[config.mk]
export PLATFORM = sky130hd
export DESIGN_NAME = led_burst_gen
export DESIGN_NICKNAME = d
export VERILOG_FILES = /design/src/rtl/ui_pkg.sv /design/src/rtl/led_burst_gen.sv
export SDC_FILE = /design/constraint.sdc
export NUM_CORES = 1
export LEC_CHECK = 0
export ABC_CLOCK_PERIOD_IN_PS = 5100
export CAP_MARGIN = 0
export CORE_MARGIN = 2
export CORE_UTILIZATION = 30
export CTS_BUF_LIST = sky130_fd_sc_hd__clkbuf_8
export CTS_CLUSTER_DIAMETER = 60
export DETAILED_ROUTE_END_ITERATION = 6
export DONT_BUFFER_PORTS = 1
export RECOVER_POWER = 25
export SETUP_SLACK_MARGIN = 0.4
export SYNTH_ARGS = -nofsm -noshare
export SYNTH_HDL_FRONTEND = slang
export SYNTH_SLANG_ARGS = --single-unit
[constraint.sdc]
create_clock -name CLK -period 5.1 [get_ports CLK]
set_clock_uncertainty 0.15 [all_clocks]
set_input_delay 0.51 -clock CLK [delete_from_list [all_inputs] [get_ports CLK]]
set_output_delay 0.51 -clock CLK [all_outputs]
set_load 0.01 [all_outputs]
[src/rtl/ui_pkg.sv]
// Shared panel I/O constants: LED burst state encoding and timer sizing helper.
package ui_pkg;

    typedef enum logic [1:0] {
        ST_IDLE = 2'd0,
        ST_ON   = 2'd1,
        ST_OFF  = 2'd2
    } blink_state_t;

    // Width of the ms timer. It is never narrower than 1 bit, so ON_MS=OFF_MS=1 still yields a usable vector.
    function automatic int timer_w(input int a, input int b);
        int m;
        m = (a > b) ? a : b;
        return (m < 2) ? 1 : $clog2(m);
    endfunction

endpackage

[src/rtl/led_burst_gen.sv]
// Turns a one-cycle trigger into a burst of count LED blinks timed in 1 kHz ticks,
// with busy/done status and a one-deep, overwrite-on-retrigger request queue.
module led_burst_gen
    import ui_pkg::*;
#(
    parameter int ON_MS  = 200,
    parameter int OFF_MS = 200,
    parameter int CNT_W  = 4
) (
    input  logic             CLK,
    input  logic             RST_N,
    input  logic             KHz_enable,
    input  logic             trig,
    input  logic [CNT_W-1:0] count,
    output logic             led,
    output logic             busy,
    output logic             done
);

    localparam int            TW       = timer_w(ON_MS, OFF_MS);
    localparam logic [TW-1:0] ON_LAST  = TW'(ON_MS - 1);
    localparam logic [TW-1:0] OFF_LAST = TW'(OFF_MS - 1);

    blink_state_t     r_state, w_state_nx;
    logic [TW-1:0]    r_timer, w_timer_nx;
    logic [CNT_W-1:0] r_remaining, w_remaining_nx;
    logic [CNT_W-1:0] r_pend_cnt, w_pend_cnt_nx;
    logic             r_pend_vld, w_pend_vld_nx;
    logic             w_done_nx;
    logic             w_req;

    assign w_req = trig && (count != '0);

    always_comb begin
        w_state_nx     = r_state;
        w_timer_nx     = r_timer;
        w_remaining_nx = r_remaining;
        w_pend_cnt_nx  = r_pend_cnt;
        w_pend_vld_nx  = r_pend_vld;
        w_done_nx      = 1'b0;

        // Capture first, so a request landing on the final OFF tick is chained immediately.
        if (r_state != ST_IDLE && w_req) begin
            w_pend_vld_nx = 1'b1;
            w_pend_cnt_nx = count;
        end

        case (r_state)
            ST_IDLE: begin
                if (w_req) begin
                    w_state_nx     = ST_ON;
                    w_timer_nx     = '0;
                    w_remaining_nx = count;
                end
            end
            ST_ON: begin
                if (KHz_enable) begin
                    if (r_timer == ON_LAST) begin
                        w_timer_nx     = '0;
                        w_remaining_nx = (r_remaining != '0) ? r_remaining - 1'b1 : '0;
                        w_state_nx     = ST_OFF;
                    end else begin
                        w_timer_nx = r_timer + 1'b1;
                    end
                end
            end
            ST_OFF: begin
                if (KHz_enable) begin
                    if (r_timer == OFF_LAST) begin
                        w_timer_nx = '0;
                        if (r_remaining != '0) begin
                            w_state_nx = ST_ON;
                        end else begin
                            w_done_nx = 1'b1;
                            if (w_pend_vld_nx) begin
                                w_remaining_nx = w_pend_cnt_nx;
                                w_pend_vld_nx  = 1'b0;
                                w_pend_cnt_nx  = '0;
                                w_state_nx     = ST_ON;
                            end else begin
                                w_state_nx = ST_IDLE;
                            end
                        end
                    end else begin
                        w_timer_nx = r_timer + 1'b1;
                    end
                end
            end
            default: w_state_nx = ST_IDLE;
        endcase
    end

    always_ff @(posedge CLK) begin
        if (!RST_N) begin
            r_state     <= ST_IDLE;
            r_timer     <= '0;
            r_remaining <= '0;
            r_pend_cnt  <= '0;
            r_pend_vld  <= 1'b0;
            led         <= 1'b0;
            busy        <= 1'b0;
            done        <= 1'b0;
        end else begin
            r_state     <= w_state_nx;
            r_timer     <= w_timer_nx;
            r_remaining <= w_remaining_nx;
            r_pend_cnt  <= w_pend_cnt_nx;
            r_pend_vld  <= w_pend_vld_nx;
            // Outputs follow the next state so they line up with the state register.
            led         <= (w_state_nx == ST_ON);
            busy        <= (w_state_nx != ST_IDLE);
            done        <= w_done_nx;
        end
    end

endmodule

==> key figures <==
Synthesis
  • Post-synth EDFFs: 0
  • Ys flop type: dfxtp_1
  • Mapped Area: 1280 um2
  • Syn Inst Count: 150
  • Seq cells post-synth: 22
  • Post-Syn Nets: approximately 170
  • Most numerous cell in the Yosys netlist: dfxtp_1
  • Post-synth top area share: 34.5%
  • Synth top area cells: dfxtp_1 (34%), ha_1 (6.9%), a21oi_1 (5.1%)
  • Count of different cell masters after synthesis: 44
  • Async SR Flop Fraction: 0%
  • Synth warn: 0
  • Leading area contributor after synthesis: dfxtp_1
  • Post-synthesis sequential area ratio: 34.5%
  • Synthesized area per cell: 8.52 um2
  • Top cells by count, synth: dfxtp_1 (22), nand2_1 (14), a21oi_1 (13), nor2_1 (13)

Clock tree
  • Clock Latency Late Sink: about 260 ps
  • CTS resizes: 0
  • Reg clk slew, reported paths: 80 ps
  • Total CTS buffers: 3
  • Bufs on Longest Clock Path: 2
  • Cts-stage hold buffer count: 0
  • Post-CTS setup buffer count: 0
  • Root Buffer Master: clkbuf_8
  • Clock tree sinks: 22
  • # H-tree levels: 1
  • CTS tree: yes

Worst setup path
  • Startpoint types: flop
  • CP max FO: 8
  • FF-to-FF path depth: 7
  • FF-to-FF setup slack: about 2600 ps
  • Crit Path Category: flop to flop
  • WP data required: 5100 ps
  • RR Startpoint: r_state[0]
  • Crit path arrival time: 2510 ps
  • R2R Path End: r_remaining[0]
  • CP Capture Type: flop

Job
  • Max-cap violations: 0

Floorplan
  • Num rows: 23
  • Area of the die: 4800 um2
  • Core footprint: 4060 um2
  • Die Y: 69.3 um
  • I/O pins: 11
  • Die W: a little under 70 um
  • Initial core utilization: 31.5%

STA
  • Final slew viol count: 0
  • # setup viols final: 0
  • RSZ-0062 raised after global routing: no
  • Maximum clock frequency: about 400 MHz
  • Final worst-path cycle share: 49.3%
  • Worst Tran Pin Value: roughly 630 ps
  • Slew margin rel.: 57.8%
  • Final setup TNS: 0 ps
  • Fin. Hold Viols: 0
  • Fin crit period: between 2000 and 3000 ps

Power and ir drop
  • Leak pwr: ~0.50 nW
  • Max VDD drop: 0.000149 V
  • Power Dens Cells: 278 nW/um2

Layout
  • Number of diodes: 0
  • Layout cells sized above 1: approximately 6.7%
  • Nets@finish: 166
  • Final core occ: 33.6%
  • Fillers: approximately 420
  • Area Overhead vs Synth: 6.76%

Hold path
  • Hold Crit Class: primary input to flop
  • HP Start: RST_N
  • WHS Path Cells: 1
  • Hold endpoint: r_timer[6]

Place
  • Number of port buffers: 0
  • Routability Congestion: 0.833
  • Post-DP HPWL: 2400 um

Global route
  • Top Usage Layer GRT: met2
  • Met2 usage: a little over a fifth
  • First-pass GRT wire length: 5250 um
  • Global Route met3 Usage: 2.18%
  • Largest net degree at the start of global routing: 12
  • Vias in the first global route: 1132
  • Initial antenna violation count: 0
  • Total track usage: 13.3%
  • Total gr overflow: 0
  • GRT met1 Usage: 17.8%

Routing
  • Total iterations of the first detailed-routing run: 4
  • Antenna-violating nets left: 0
  • Via Count: 1127
  • DRC Markers: 0
  • Wire length per cell: between 15 and 20 um
  • First-iteration detailed-routing DRC count: 22
  • Vias per cell: 5.66
  • DRT Wirelength: 3070 um

Outcome
  • Run status: completed
==> sequential cells by signal (all words and copies together), names as in the netlist <==
| register | cells |
|---|---|
| busy | 1 |
| done | 1 |
| led | 1 |
| r_pend_cnt | 4 |
| r_pend_vld | 1 |
| r_remaining | 4 |
| r_state | 2 |
| r_timer | 8 |
==> metal layers <==
layer / vias up / share of wire, %
met5: - / 0
met2: 36 / 48
met4: 0 / 1.6
met3: 6 / 5.4
met1: 531 / 45
li1: 554 / -
==> final cells by class <==
class                      instances  area, um2  share of cell area, %
tap                               50       62.6                   4.59
multi-input combinational        117        793                   58.2
clock buffer                       3       41.3                   3.03
sequential                        22        440                   32.3
inverter                           7       26.3                   1.93
==> power by group <==
group | switching [W] | internal [W] | total (W)
Clock | 0.0000545 | 0.0000527 | 0.000107
Combinational | 0.0000472 | 0.0000337 | 0.0000809
Sequential | 0.00000926 | 0.000181 | 0.000191
==> worst max-delay path, stage by stage (launching register included) <==
cell and delay [ps]:
dfxtp_1 400, inv_1 90, ha_1 310, nor2b_1 410
a21oi_1 190, nor4b_4 480, o211ai_1 200, o211a_1 190
==> layout by cell type, fill, tap and decap left out, types with 4 or more instances in the layout <==
cell and count:
inv_1 6, a21oi_1 13, nor3_1 7, a22oi_1 5
nand2_1 14, nand2b_1 4, nor2_1 13, o21ai_0 6
dfxtp_1 22, nand3_1 6, ha_1 7
==> how the worst max path moves through the flow <==
stage	from	endpoint	slack [ps]	cells past startpoint
4_1_cts	r_state[0]	r_remaining[0]	2610	7
3_3_place_gp	r_state[0]	r_timer[5]	2770	6
2_1_floorplan	r_state[0]	r_timer[5]	2880	7
3_5_place_dp	r_state[0]	r_remaining[0]	2640	7
5_1_grt	r_state[0]	r_remaining[0]	2440	7
6_report	r_state[0]	r_remaining[0]	2580	7
==> cell families (layout without fill, tap and decap cells) <==
logic type	count (synthesis)	after routing	synth area share, %
AOI/OAI and AO/OA	45	45	25.8
buffers and inverters	11	10	3.43
adders and majority gates	7	7	6.86
DFF	22	22	34.5
muxes	3	3	2.55
and+or+nand+nor	62	62	26.9
==> stage by stage <==
stage	instance area (um2)	setup WS (ps)	hold WS [ps]	total power, W	std cells
finish	1360	2580	217	0.000379	199
global route	1360	2440	204	0.000401	199
CTS	1360	2610	212	0.000382	199
detailed placement	1320	2640	342	0.000275	196
global placement	1320	2770	332	0.000270	196
floorplan	1280	2880	304	0.000257	150
(Power assumes the default switching activity.)
